## src/rtl/ripple_cnt_ctrl_pkg.sv

```systemverilog
// Shared types and constants for the ripple counter sequencer.
package ripple_cnt_pkg;

  localparam int unsigned DEF_WIDTH      = 4;
  localparam int unsigned DEF_SETTLE_CYC = 2;
  localparam int unsigned SETTLE_W       = 4;

  typedef enum logic [2:0] {
    IDLE   = 3'd0,
    CLEAR  = 3'd1,
    SETTLE = 3'd2,
    CHECK  = 3'd3,
    TICK   = 3'd4,
    DONE   = 3'd5
  } state_e;

endpackage

```

## src/rtl/ripple_cnt_ctrl_if.sv

```systemverilog
// Control/status bundle between system logic, the sequencer and the counter chain.
interface ripple_cnt_ctrl_if
  import ripple_cnt_pkg::*;
#(
  parameter int unsigned WIDTH = DEF_WIDTH
);
  logic             start;
  logic [WIDTH-1:0] target;
  logic             abort;
  logic [WIDTH-1:0] cnt_q;
  logic             cnt_clr;
  logic             cnt_tick;
  logic             busy;
  logic             done;
  logic [WIDTH-1:0] count_out;
  logic             err;

  modport slave (
    input  start, target, abort, cnt_q,
    output cnt_clr, cnt_tick, busy, done, count_out, err
  );

  modport master (
    output start, target, abort, cnt_q,
    input  cnt_clr, cnt_tick, busy, done, count_out, err
  );
endinterface

```

## src/rtl/ripple_cnt_ctrl_settle_timer.sv

```systemverilog
// Load/decrement down-counter; expired is high while the count is zero.
module settle_timer
  import ripple_cnt_pkg::*;
#(
  parameter int unsigned W = SETTLE_W
) (
  input  logic         clk,
  input  logic         reset,
  input  logic         load_i,
  input  logic [W-1:0] load_val_i,
  output logic         expired_o
);
  logic [W-1:0] cnt_q, cnt_d;

  always_comb begin
    cnt_d = cnt_q;
    if (load_i)
      cnt_d = load_val_i;
    else if (cnt_q != '0)
      cnt_d = cnt_q - 1'b1;
  end

  always_ff @(posedge clk) begin
    if (reset) cnt_q <= '0;
    else       cnt_q <= cnt_d;
  end

  assign expired_o = (cnt_q == '0);
endmodule

```

## src/rtl/ripple_cnt_ctrl.sv

```systemverilog
// Sequencer for an external ripple counter: clear, strobe, settle, sample.
// Define RIPPLE_CNT_CHECK_EN to compare sampled values and raise a sticky err.
module ripple_cnt_ctrl
  import ripple_cnt_pkg::*;
#(
  parameter int unsigned WIDTH      = DEF_WIDTH,
  parameter int unsigned SETTLE_CYC = DEF_SETTLE_CYC
) (
  input  logic              clk,
  input  logic              reset,
  ripple_cnt_ctrl_if.slave  bus
);
  state_e           state_q, state_d;
  logic [WIDTH-1:0] target_q, target_d;
  logic [WIDTH-1:0] expected_q, expected_d;
  logic [WIDTH-1:0] count_q, count_d;
  logic             clr, tick, done, busy;
  logic             tmr_load, tmr_expired;
`ifdef RIPPLE_CNT_CHECK_EN
  logic             err_q, err_d;
`endif

  // Timer holds SETTLE_CYC-1 in the first SETTLE cycle, so SETTLE lasts SETTLE_CYC cycles.
  settle_timer #(.W(SETTLE_W)) u_timer (
    .clk        (clk),
    .reset      (reset),
    .load_i     (tmr_load),
    .load_val_i (SETTLE_W'(SETTLE_CYC - 1)),
    .expired_o  (tmr_expired)
  );

  always_comb begin
    state_d    = state_q;
    target_d   = target_q;
    expected_d = expected_q;
    count_d    = count_q;
`ifdef RIPPLE_CNT_CHECK_EN
    err_d      = err_q;
`endif
    tmr_load   = 1'b0;
    clr        = 1'b0;
    tick       = 1'b0;
    done       = 1'b0;
    busy       = (state_q != IDLE);

    unique case (state_q)
      IDLE: if (bus.start) begin
        target_d   = bus.target;
        expected_d = '0;
`ifdef RIPPLE_CNT_CHECK_EN
        err_d      = 1'b0;
`endif
        state_d    = CLEAR;
      end
      CLEAR: begin
        clr      = 1'b1;
        tmr_load = 1'b1;
        state_d  = SETTLE;
      end
      SETTLE: if (tmr_expired) state_d = CHECK;
      CHECK: begin
        count_d = bus.cnt_q;
`ifdef RIPPLE_CNT_CHECK_EN
        if (bus.cnt_q != expected_q) err_d = 1'b1;
`endif
        state_d = (expected_q == target_q) ? DONE : TICK;
      end
      TICK: begin
        tick       = 1'b1;
        tmr_load   = 1'b1;
        expected_d = expected_q + 1'b1;
        state_d    = SETTLE;
      end
      DONE: begin
        done    = 1'b1;
        state_d = IDLE;
      end
      default: state_d = IDLE;
    endcase

    // Abort overrides the case above: strobes are gated in the same cycle and
    // all result registers keep their current values.
    if (bus.abort && (state_q inside {CLEAR, SETTLE, CHECK, TICK})) begin
      state_d    = IDLE;
      clr        = 1'b0;
      tick       = 1'b0;
      tmr_load   = 1'b0;
      expected_d = expected_q;
      count_d    = count_q;
`ifdef RIPPLE_CNT_CHECK_EN
      err_d      = err_q;
`endif
    end
  end

  always_ff @(posedge clk) begin
    if (reset) begin
      state_q    <= IDLE;
      target_q   <= '0;
      expected_q <= '0;
      count_q    <= '0;
    end else begin
      state_q    <= state_d;
      target_q   <= target_d;
      expected_q <= expected_d;
      count_q    <= count_d;
    end
  end

`ifdef RIPPLE_CNT_CHECK_EN
  always_ff @(posedge clk) begin
    if (reset) err_q <= 1'b0;
    else       err_q <= err_d;
  end
  assign bus.err = err_q;
`else
  assign bus.err = 1'b0;
`endif

  assign bus.cnt_clr   = clr;
  assign bus.cnt_tick  = tick;
  assign bus.busy      = busy;
  assign bus.done      = done;
  assign bus.count_out = count_q;
endmodule

```

## src/flat_wrapper.sv

```systemverilog
// flat-port wrapper written by rule: the top's interface ports become plain ports
module ripple_cnt_ctrl_flat import ripple_cnt_pkg::*;
#(
  parameter int unsigned WIDTH      = DEF_WIDTH,
  parameter int unsigned SETTLE_CYC = DEF_SETTLE_CYC
)
  (clk, reset, bus_start, bus_target, bus_abort, bus_cnt_q, bus_cnt_clr, bus_cnt_tick, bus_busy, bus_done, bus_count_out, bus_err);
  ripple_cnt_ctrl_if #(.WIDTH(WIDTH)) bus_i ();
  input  logic clk;
  input  logic reset;
  input wire logic [$bits(bus_i.start)-1:0] bus_start;
  input wire logic [$bits(bus_i.target)-1:0] bus_target;
  input wire logic [$bits(bus_i.abort)-1:0] bus_abort;
  input wire logic [$bits(bus_i.cnt_q)-1:0] bus_cnt_q;
  output wire logic [$bits(bus_i.cnt_clr)-1:0] bus_cnt_clr;
  output wire logic [$bits(bus_i.cnt_tick)-1:0] bus_cnt_tick;
  output wire logic [$bits(bus_i.busy)-1:0] bus_busy;
  output wire logic [$bits(bus_i.done)-1:0] bus_done;
  output wire logic [$bits(bus_i.count_out)-1:0] bus_count_out;
  output wire logic [$bits(bus_i.err)-1:0] bus_err;
  assign bus_i.start = bus_start;
  assign bus_i.target = bus_target;
  assign bus_i.abort = bus_abort;
  assign bus_i.cnt_q = bus_cnt_q;
  assign bus_cnt_clr = bus_i.cnt_clr;
  assign bus_cnt_tick = bus_i.cnt_tick;
  assign bus_busy = bus_i.busy;
  assign bus_done = bus_i.done;
  assign bus_count_out = bus_i.count_out;
  assign bus_err = bus_i.err;
  ripple_cnt_ctrl #(.WIDTH(WIDTH), .SETTLE_CYC(SETTLE_CYC)) u_core (.clk(clk), .reset(reset), .bus(bus_i));
endmodule
```

## config.mk

```make
export PLATFORM = sky130hd
export DESIGN_NAME = ripple_cnt_ctrl_flat
export DESIGN_NICKNAME = d
export VERILOG_FILES = /design/src/rtl/ripple_cnt_ctrl_pkg.sv /design/src/rtl/ripple_cnt_ctrl_if.sv /design/src/rtl/ripple_cnt_ctrl_settle_timer.sv /design/src/rtl/ripple_cnt_ctrl.sv /design/src/flat_wrapper.sv
export SDC_FILE = /design/constraint.sdc
export NUM_CORES = 1
export LEC_CHECK = 0
export BUFFER_PORTS_ARGS = -buffer_cell sky130_fd_sc_hd__buf_2
export CORE_AREA = 2 2 47 49
export CTS_CLUSTER_SIZE = 25
export DETAILED_ROUTE_END_ITERATION = 10
export DIE_AREA = 0 0 49 51
export PLACE_DENSITY = 0.81
export SETUP_SLACK_MARGIN = 0.2
export SLEW_MARGIN = 20
export SYNTH_ARGS = -nofsm -noshare
export SYNTH_HDL_FRONTEND = slang
export SYNTH_HIERARCHICAL = 1
export SYNTH_SLANG_ARGS = --single-unit
```

## constraint.sdc

```tcl
create_clock -name clk -period 2.2 [get_ports clk]
set_input_delay 0.11 -clock clk [delete_from_list [all_inputs] [get_ports clk]]
set_output_delay 0.11 -clock clk [all_outputs]
set_load 0.1 [all_outputs]
```

**Word-level counts from Yosys, hierarchy flattened**

Cells that the tools add are included.

- Add/subtract/negate cells: 2
- Equal/unequal tests: 8
- Mux-type cells: 15
- Bitwise operators: 1
- Reduce and logical (&&, ||, !) cells: 15

Operators by type and width:

| kind | number |
|---|---|
| $pmux 3 s4 | 1 |
| $mux 1 | 10 |
| $pmux 4 s2 | 1 |
| $reduce_bool 4->1 | 2 |
| $eq 3x2->1 const B | 2 |
| $eq 3x3->1 const B | 2 |
| $mux 3 | 2 |
| $reduce_and 2->1 | 3 |
| $reduce_or 2->1 | 3 |
| $add 4x1->4 const B | 1 |
| $eq 4x4->1 | 1 |
| $logic_not 4->1 | 1 |
| $mux 4 | 1 |
| $reduce_bool 2->1 | 2 |
| $sub 4x1->4 const B | 1 |
| $eq 3x1->1 const B | 1 |
| $logic_not 3->1 | 1 |
| $reduce_and 3->1 | 1 |
| $reduce_bool 3->1 | 1 |
| $ne 2x1->1 const B | 1 |
| $ne 2x2->1 const B | 1 |
| $logic_and 1x1->1 | 1 |
| $not 1->1 | 1 |

- Flip-flop bits (word level): 19
- Input port bits: 12
- Output and inout port bits: 9
- Word-level logic and storage cells: 47

**Depth between registers and ports, before layout**

Gate-level depths: netlist (run 1).

- Depth after elaboration: 5
- Gate-level depth with buffers: 6
- Mapped depth without buffers: 6

**Modules after synthesis**

Netlist (run 1), hierarchy kept.

Modules (own cells, without submodules):

| module | times used | cells an instance | area an instance (µm²) |
|---|---|---|---|
| ripple_cnt_ctrl | 1 | 86 | 774.5 |
| settle_timer | 1 | 24 | 229.0 |

**Worst setup path after synthesis (run 1)**

OpenSTA, ideal clock, no wires.

- Path kind: reg-to-reg
- From: register u_core.state_q[0]
- To: register u_core.u_timer.cnt_q[3]
- Setup time: 0.128 ns
- Arrival: 4.510 ns
- Path slack: -2.438 ns
- Stages on the path, launching flop included: 6
- Buffers on the path: 1
- Clock period less this slack: 4.638 ns
- Cell sequence: dfxtp_1 -> clkbuf_1 -> nor4b_1 -> or2_2 -> or2_2 -> o32ai_1

- Cells in the longest elaborated chain, start to end: 5

Ends and longest elaborated chain:

| item | RTL line | text |
|---|---|---|
| start, declared | ripple_cnt_ctrl.sv:13 | `state_e state_q, state_d;` |
| start signal, assigned | ripple_cnt_ctrl.sv:103 | `state_q <= state_d;` |
| $eq 3x3->1 (tied with other cells) | ripple_cnt_ctrl.sv:46, ripple_cnt_ctrl.sv:83 |  |
| $reduce_or 2->1 (no line) or $reduce_bool 4->1 (tied branches) | -- |  |
| $mux 1 or $logic_and 1x1->1 (tied branches) | ripple_cnt_ctrl.sv:46, ripple_cnt_ctrl.sv:83 |  |
| $mux 1 (*) | ripple_cnt_ctrl.sv:83 | `if (bus.abort && (state_q inside {CLEAR, SETTLE, CHECK, TICK})) begin` |
| via u_core.tmr_load | ripple_cnt_ctrl.sv:18 | `logic tmr_load, tmr_expired;` |
| $reduce_or 2->1 (no line) (*) | -- |  |
| end signal, assigned | ripple_cnt_ctrl_settle_timer.sv:25 | `else cnt_q <= cnt_d;` |
| end, declared | ripple_cnt_ctrl_settle_timer.sv:13 | `logic [W-1:0] cnt_q, cnt_d;` |

The timed path passes the listed nets; every way through them passes the cells marked *.
A chain may end at the register's enable or synchronous reset.

**Worst setup path in the final report (run 1)**

- From: register u_core.state_q[2]
- To: output bus_cnt_tick

- Cells in the longest elaborated chain, start to end: 4

Ends and longest elaborated chain:

| item | RTL line | text |
|---|---|---|
| $eq 3x1->1 (tied with other cells) | ripple_cnt_ctrl.sv:83 |  |
| $reduce_bool 4->1 | ripple_cnt_ctrl.sv:83 |  |
| $logic_and 1x1->1 | ripple_cnt_ctrl.sv:83 |  |
| $mux 1 (*) | ripple_cnt_ctrl.sv:83 |  |
| end, declared | flat_wrapper.sv:16 | `output wire logic [$bits(bus_i.cnt_tick)-1:0] bus_cnt_tick;` |

Mark *: on every way between the ends. The rest lies on a longest branch, timed or not.

==> flow_metrics.tcl, run 1 <==
set metrics [dict create \
    cellPowerDensity_nw_per_um2 790 \
    cp-end-kind "primary output" \
    start_kind "flop" \
    path_class "reg -> out" \
    antenna_left 0 \
    path_cells "or4b_1 -> inv_1 -> clkbuf_4" \
    hold_viol 0 \
    worst-endpoint-arrival_ns 1.78 \
    initial_core_util_pct 48.6 \
    synth_xor_area_share_pct 6.11 \
    ys_seq_elements 19 \
    fp.dieW_um 49 \
    peakVddDrop_v 0.000371 \
    dp.cells 155 \
    ys_types 41 \
    grt_pass1_vias 820 \
    power.share.clock_pct 19.2 \
    portBuffers 19 \
    viasPerCell 5.35 \
    rows 17 \
    crit_fanout 16 \
    post_cts_buffers 0 \
    yosysTopAreaCellShare_pct 37.9 \
    cts_sinks 19 \
    slowest_stage "dfxtp_2" \
    cap_violations 0 \
    htreeDepth 1 \
    die_h_um 51 \
    switchingPower_w 0.000315 \
    synth_ff_type "dfxtp_1" \
    grt_max_degree 22 \
    die_area_um2 2500 \
    drc 0 \
    async_reset_ff_share_pct 0 \
    worst_pin_slew_ns 0.643 \
    synth_cells 110 \
    slew_viol_final 0 \
    yosysWarningCount 6 \
    critPathMaxStageDelay_ns 0.52 \
    setup_violations 0 \
    drive_above_1_share_pct 26.7 \
    synth_edf_count 0 \
    rsz0062_at_grt "no" \
    critPathRequiredTime_ns 2.09 \
    post-dp-hpwl_um 1480 \
    fin_crit_sh_pct 85.9 \
    ys_seq_area_share_pct 37.9 \
    nFillCells 193 \
    grtUsageTotal_pct 18.1 \
    num-nets-final 146 \
    grt_overflow 0 \
    ys_top_cells_by_area "dfxtp_1 (38%), mux2i_1 (8.0%), xnor2_1 (5.2%)" \
    fin_setup_tns_ns 0 \
    synthAdderAreaFrac_pct 2.49 \
    syn_to_final_growth_pct 17.2 \
    p_int_w 0.000614 \
    fmax_mhz 529 \
    drtIter0Drc 25 \
    cp_num_buf_inv 2 \
    clock_latency_ns 0.30 \
    total_leakage_power_nw 0.481 \
    synth.largest_area_cell "dfxtp_1" \
    comb_power_share_pct 35.3 \
    syn_area_um2 1000 \
    core-area_um2 2060 \
    synthMuxAreaShare_pct 10.2 \
    skew_ns 0.00232 \
    min_period_ns 1.89 \
    p_sw_share_pct 33.9 \
    synth_compound_area_share_pct 8.85 \
    numCtsBuffers 3 \
    outcome "complete, no violations" \
    seqPwrFrac_pct 45.5 \
    critical_path.top_delay_family "flip-flops" \
    antenna_found_initial 0 \
    cts_hold_buf 0 \
    clockBufferDepth 2 \
    root_buffer "clkbuf_4" \
    slew_headroom_pct 57.0 \
    clkTransAtPathRegs_ns 0.10 \
    routedWlPerCell_um 13.0 \
    antenna_cells 0 \
    wirelength_um 2060 \
    yosys.area_share.simple_pct 29.8 \
    io_pins 21 \
    vias 850 \
    synth_top_family_by_area "simple AND/OR/NAND/NOR gates" \
    routabilityCongestion 0.791 \
    min_path_type "in -> reg" \
    dr.pass1.iters 4 \
    avgSynthCellArea_um2 9.12 \
    grt_pass1_wl_um 3430 \
    tritoncts "done" \
    final_cell_count_no_fill 159 \
]
==> worst reg2reg max path, stage by stage (launching register included) <==
cell and delay (ns):
dfxtp_1 0.57, or4b_1 0.20, inv_1 0.07, or2_4 0.27, or2_4 0.25, o32ai_1 0.26
==> stage by stage <==
stage	utilization (%)	cell area (um2)	setup WS [ns]	power, W	hold slack, ns
after floorplan	-	1060	0.0311	0.000697	0.174
after global placement	55.6	1150	0.602	0.000734	0.343
after detailed placement	55.6	1150	0.537	0.000756	0.358
after CTS	56.9	1170	0.208	0.000937	0.0361
after global routing	57.0	1180	0.231	0.000986	0.0380
final	57.0	1180	0.309	0.000929	0.0436
==> cells in the mapped netlist, drive strengths merged, types with 2 or more instances <==
cell    count
dfxtp      19
mux2i       8
inv         3
o22ai       2
clkbuf      4
nand3       2
a21oi       2
nor3        5
or2         3
ha          2
nor2       12
o21ai       5
nor4b       3
buf         2
and2        2
mux2        2
conb        2
xnor2       6
nand2b      2
nand2       4
nor2b       3
==> sequential cells by signal, indices dropped and copies added, names as in the netlist <==
signal,count
u_core/state_q,3
u_core/target_q,4
u_core/bus.count_out,4
u_core/expected_q,4
u_core/u_timer/cnt_q,4
==> final cells by class <==
type	instances	area [um2]	area share, %
Inverter	3	11.3	0.957
Sequential cell	19	383	32.6
Clock buffer	4	26.3	2.23
Tap cell	28	35.0	2.98
Timing Repair Buffer	20	105	8.94
Multi-Input combinational cell	85	616	52.3
==> power groups by stage <==
| stage | clock network, W | registers (W) | logic (W) |
|---|---|---|---|
| final | 0.000179 | 0.000422 | 0.000328 |
| after global routing | 0.000200 | 0.000430 | 0.000356 |
| after CTS | 0.000186 | 0.000423 | 0.000328 |
| after detailed placement | 0 | 0.000431 | 0.000325 |
| after global placement | 0 | 0.000429 | 0.000305 |
| after floorplan | 0 | 0.000422 | 0.000275 |
==> metal layers <==
| layer | GRT usage (%) | up-vias | part of all wire [%] |
|---|---|---|---|
| met5 | 0 | - | 0 |
| met4 | 10.5 | 0 | 2.3 |
| met3 | 2.92 | 6 | 4.5 |
| met2 | 31.1 | 28 | 47 |
| met1 | 21.6 | 390 | 46 |
| li1 | - | 426 | - |
==> path summary, 6_finish.rpt <==
check | start | endpoint | slack [ns] | depth (start not counted)
worst max register to register | u_core/state_q[0] | u_core/u_timer/cnt_q[3] | 0.49 | 5
worst min-delay path | bus_cnt_q[3] | u_core/bus.count_out[3] | 0.04 | 3
worst max-delay path | u_core/state_q[2] | bus_cnt_tick | 0.31 | 3
worst min register to register | u_core/bus.count_out[3] | u_core/bus.count_out[3] | 0.51 | 2
==> placed cells by master (no fill, tap or decap), types with 3 or more instances in the layout <==
cell type / Yosys / layout
buf_2: 1 / 18
clkbuf_4: 0 / 4
conb_1: 2 / 5
dfxtp_1: 19 / 17
inv_1: 3 / 3
mux2i_1: 8 / 8
nand2_1: 4 / 4
nor2_1: 12 / 12
nor2b_1: 3 / 3
nor3_1: 4 / 4
o21ai_0: 5 / 5
xnor2_1: 6 / 6
==> what timing repair did <==
action / in CTS / in global routing
endpoints found under the setup margin: 0 / 1
endpoints found under the hold margin: 0 / 0
resized for setup: 0 / 1
==> logic make-up after synthesis <==
family	after synthesis
XOR/XNOR	7
adder cells (fa/ha/maj)	2
multiplexers	10
flip-flops	19
buffers and inverters	9
other	2
AO/OA/AOI/OAI	14
AND/OR/NAND/NOR	47
Note: power is estimated with default switching activity, not from simulation.
==> inputs of run 2 (changes only) <==
- CORE_AREA: 2 2 47 49 -> 2 2 50 47
- DIE_AREA: 0 0 49 51 -> 0 0 52 49
- PLACE_DENSITY: 0.81 -> 0.8
==> run 2 against run 1 <==
Compared with the run above:
- maximum frequency is 2.6% higher
- non-clock buffer count unchanged
- worst hold slack hardly changed
- critical endpoint unchanged
- critical path type unchanged
- final cell count down 0.63%
- clock power about the same
- global-route usage shrank 0.30 points
- combinational power down 2%
==> flow_metrics.tcl, run 2 (same netlist as run 1, synthesis figures left out) <==
set metrics [dict create \
    routabilityCongestion 0.842 \
    tritoncts "done" \
    met1Wirelength_um 854 \
    initial_core_util_pct 48.7 \
    critPathCapture "bus_cnt_tick" \
    wl_met2_um 1040 \
    crit_fanout 16 \
    num-nets-final 146 \
    antenna_left 0 \
    cp_num_buf_inv 2 \
    path_class "reg -> out" \
    final_area_um2 1180 \
    path_cells "or4b_1 -> inv_1 -> buf_4" \
    rows 16 \
    post-place-ws_ns 0.571 \
    start_kind "flop" \
    cp.depth 3 \
    clockBufferDepth 2 \
    htreeDepth 1 \
    root_buffer "clkbuf_4" \
    min_path_type "in -> reg" \
    slew_headroom_pct 59.3 \
    core-area_um2 2060 \
    final_common_cell "buf_2" \
    grtUsageTotal_pct 17.8 \
    critical_path.top_delay_family "flip-flops" \
    cp-startpoint "u_core/state_q[2]" \
    clock_latency_ns 0.30 \
    mostFrequentLayoutCells "buf_2 (18), dfxtp_1 (17), nor2_1 (12), mux2i_1 (8), xnor2_1 (6)" \
    rsz0062_at_grt "no" \
    slew_viol_final 0 \
    die_area_um2 2550 \
    total_leakage_power_nw 0.484 \
    critPathMaxStageDelay_ns 0.51 \
    drc 0 \
    fin_hold_ws_ns 0.0441 \
    rrSetupSlack_ns 0.53 \
    rr_endpoint "u_core/u_timer/cnt_q[3]" \
    fin_crit_sh_pct 83.7 \
    cts_sinks 19 \
    numCtsBuffers 3 \
    fmax_mhz 543 \
    fp.dieW_um 52 \
    dr.pass1.iters 4 \
    grt_pass1_wl_um 3410 \
    critPathRequiredTime_ns 2.09 \
    peakVddDrop_v 0.000448 \
    hp-start "bus_target[0]" \
    worst_pin_slew_ns 0.608 \
    wirelength_um 2040 \
    post-dp-hpwl_um 1510 \
    cellPowerDensity_nw_per_um2 785 \
    dpl_cell_area_um2 1150 \
    setup_violations 0 \
    antenna_found_initial 0 \
    grt_pass1_vias 797 \
    slowest_stage "dfxtp_2" \
    cts_hold_buf 0 \
    skew_ns 0.00255 \
    fin_setup_tns_ns 0 \
    io_pins 21 \
    grt_overflow 0 \
    syn_to_final_growth_pct 17.2 \
    min_period_ns 1.84 \
    hold_viol 0 \
    antenna_cells 0 \
    drive_above_1_share_pct 27.5 \
    portBuffers 19 \
    total_power_w 0.000923 \
    drtIter0Drc 29 \
    fin_ws_ns 0.358 \
    outcome "complete, no violations" \
    grt_max_degree 22 \
    cap_violations 0 \
    clkTransAtPathRegs_ns 0.11 \
    reg2reg_from "u_core/state_q[0]" \
    cp-end-kind "primary output" \
    worst-endpoint-arrival_ns 1.73 \
    top_layer "met3" \
    wl_met3_um 150 \
    routedWlPerCell_um 12.9 \
    rr_worst_depth 5 \
    viasPerCell 5.40 \
    die_h_um 49 \
    vias 853 \
]
## run 2: changes by cell type in the layout (fill, tap and decap cells not counted)
cell and change:
clkinv_2 +1, clkbuf_1 -1, buf_4 +1, clkbuf_4 -1
## run 2: tightest hold or removal path, cell delays in order
cell and delay [ns]:
buf_2 0.07, mux2i_1 0.05, nor2_1 0.07
## run 2: worst min path at each step
stage | slack (ns) | cells after the start | to
detailed placement | 0.36 | 3 | u_core/target_q[0]
global route | 0.05 | 3 | u_core/target_q[3]
CTS | 0.04 | 3 | u_core/target_q[0]
floorplan | 0.17 | 1 | u_core/state_q[2]
global placement | 0.35 | 3 | u_core/bus.count_out[3]
finish | 0.04 | 3 | u_core/target_q[0]
## run 2: metal layers
layer / vias to the layer above / track usage (%)
li1: 428 / -
met2: 31 / 30.0
met4: 0 / 4.39
met5: - / 0
met3: 0 / 5.52
met1: 394 / 21.8
## run 2: layout make-up
class | instances | area [um2]
flip-flops and latches | 19 | 383
fillers | 202 | 886
clock inverters | 1 | 5.00
well taps | 27 | 33.8
inverters | 3 | 11.3
repair buffers | 20 | 105
multi-input cells | 85 | 616
clock buffers | 3 | 22.5
## run 2: stage by stage
step	std cells	util (%)
floorplan	113	-
global placement	154	55.6
detailed placement	154	55.6
CTS	158	56.9
global route	158	57.0
finish	158	57.0
## run 2: timing repair
item                                    4_1_cts  5_1_grt
endpoints found under the setup margin        0        1
resized for setup                             0        2
endpoints found under the hold margin         0        0
setup buffers                                 0        0
## run 2: power by group
group / switching, W / internal [W] / total (W)
registers: 0.0000406 / 0.000383 / 0.000424
clock network: 0.000110 / 0.0000678 / 0.000178
logic: 0.000160 / 0.000162 / 0.000322
total: 0.000311 / 0.000612 / 0.000923
==> inputs of run 3 (changes only) <==
- CORE_AREA: 2 2 50 47 -> 2 2 52 49
- DIE_AREA: 0 0 52 49 -> 0 0 54 51
- PLACE_DENSITY: 0.8 -> 0.77
- clock period: 2.2 -> 1.5 ns (I/O delays scaled with it)
==> run 3 against run 2 <==
Compared with the run above:
- the flow now finishes with violations (negative hold slack, negative setup slack)
- power grew 89%
- clock power grew 54%
- count of clock-buffer cells in the layout is the same
- sequential cell count is the same
- highest routed layer is now met4
==> flow_metrics.tcl, run 3 (same netlist as run 1, synthesis figures left out) <==
set metrics [dict create \
    fin_hold_ws_ns -0.000640 \
    post-place-ws_ns -0.0129 \
    root_buffer "clkbuf_4" \
    fin_crit_sh_pct 108 \
    routabilityCongestion 0.813 \
    antenna_found_initial 0 \
    total_leakage_power_nw 0.679 \
    fmax_mhz 615 \
    tritoncts "done" \
    antenna_cells 0 \
    dp.cells 162 \
    cap_violations 0 \
    grt_pass1_wl_um 4220 \
    wirelength_um 2900 \
    drc 0 \
    grt_max_degree 22 \
    final_common_cell "buf_4" \
    final_cell_count_no_fill 191 \
    fin_setup_tns_ns -0.308 \
    slew_viol_final 0 \
    path_class "reg -> out" \
    antenna_left 0 \
    p_int_w 0.00115 \
    cp_num_buf_inv 3 \
    skew_ns 0.0109 \
    grt_overflow 0 \
    postLayoutCoreUtil_pct 71.8 \
    drive_above_1_share_pct 50.9 \
    fp.dieW_um 54 \
    hold_viol 1 \
    syn_to_final_growth_pct 64.3 \
    die_h_um 51 \
    rsz0062_at_grt "yes" \
    p_sw_share_pct 33.9 \
    start_kind "flop" \
    min_period_ns 1.63 \
    routedWlPerCell_um 15.2 \
    rows 17 \
    path_cells "or4b_4 -> clkinvlp_4 -> buf_12 -> buf_12" \
    cellPowerDensity_nw_per_um2 1060 \
    outcome "finished with violations" \
    multi_input_area_um2 727 \
    vias 1037 \
    total_power_w 0.00174 \
    worst-endpoint-arrival_ns 1.55 \
    grtUsageTotal_pct 21.0 \
    min_path_type "in -> reg" \
    drtIter0Drc 18 \
    clockBufferDepth 2 \
    setup_violations 6 \
    numCtsBuffers 3 \
    num-nets-final 178 \
    core-area_um2 2300 \
    portBuffers 19 \
    nFillCells 165 \
    crit_fanout 2 \
    die_area_um2 2750 \
    grt_pass1_vias 973 \
    htreeDepth 1 \
    seqPwrFrac_pct 35.4 \
    fin_ws_ns -0.127 \
    power.share.clock_pct 15.7 \
    clkTransAtPathRegs_ns 0.12 \
    viasPerCell 5.43 \
    ff_latch_area_um2 387 \
    dr.pass1.iters 4 \
    clock_latency_ns 0.32 \
    critPathMaxStageDelay_ns 0.48 \
    slowest_stage "or4b_4" \
    io_pins 21 \
    initial_core_util_pct 43.7 \
    violations "negative hold slack, negative setup slack" \
    comb_power_share_pct 48.9 \
    crit_top_cell "buf_12" \
    post-dp-hpwl_um 1660 \
    peakVddDrop_v 0.000990 \
    critical_path.top_delay_family "simple AND/OR/NAND/NOR gates" \
    switchingPower_w 0.000591 \
    cts_sinks 19 \
    critPathRequiredTime_ns 1.42 \
    mostFrequentLayoutCells "buf_4 (20), buf_2 (15), dfxtp_1 (14), nor2_1 (11), mux2i_1 (8)" \
    cp-end-kind "primary output" \
]
==> run 3: cell count changes in the layout (fill, tap and decap cells not counted), sizes merged <==
cell         change
dlygate4sd3      +5
buf             +27
inv              -1
clkinvlp         +1
==> run 3: final timing paths <==
path / cells past startpoint / start / slack [ns] / to
worst max-delay path: 4 / u_core/state_q[2] / -0.13 / bus_cnt_tick
worst min-delay path: 3 / bus_cnt_q[0] / -0.0006 / u_core/bus.count_out[0]
worst max register to register: 6 / u_core/state_q[2] / -0.09 / u_core/u_timer/cnt_q[3]
worst min register to register: 2 / u_core/bus.count_out[3] / 0.51 / u_core/bus.count_out[3]
==> run 3: layout make-up <==
cell class | instances | share of cell area, %
Clock buffer | 3 | 1.37
Clock inverter | 1 | 0.303
Inverter | 3 | 0.910
Multi-Input combinational cell | 85 | 44.1
Sequential cell | 19 | 23.4
Tap cell | 28 | 2.12
Timing Repair Buffer | 52 | 27.8
==> run 3: metal layers <==
| layer | wire [um] | global-route usage [%] |
|---|---|---|
| met5 | 0 | 0 |
| met4 | 104 | 12.5 |
| met3 | 118 | 4.97 |
| met2 | 1520 | 32.1 |
| met1 | 1160 | 26.2 |
==> run 3: stage by stage <==
step	area, um2	hold slack [ns]
finish	1650	-0.000640
global route	1650	0.00444
CTS	1510	0.00301
detailed placement	1260	0.318
global placement	1260	0.307
floorplan	1070	0.139
==> run 3: power by group through the flow <==
stage | Sequential (W) | Clock, W | Combinational [W]
floorplan | 0.000619 | 0 | 0.000404
global placement | 0.000620 | 0 | 0.000479
detailed placement | 0.000623 | 0 | 0.000509
CTS | 0.000616 | 0.000278 | 0.000702
global route | 0.000623 | 0.000298 | 0.000908
finish | 0.000618 | 0.000274 | 0.000852
==> run 3: tightest hold or removal path: stages <==
cell	delay, ns
buf_2	0.08
mux2i_1	0.06
nor2_1	0.07
==> run 3: what timing repair did <==
item	CTS	global route
setup buffers	12	8
endpoints found under the hold margin	5	0
setup endpoints to repair	20	23
hold buffers	5	0
resized for setup	24	19
pin swaps	8	10
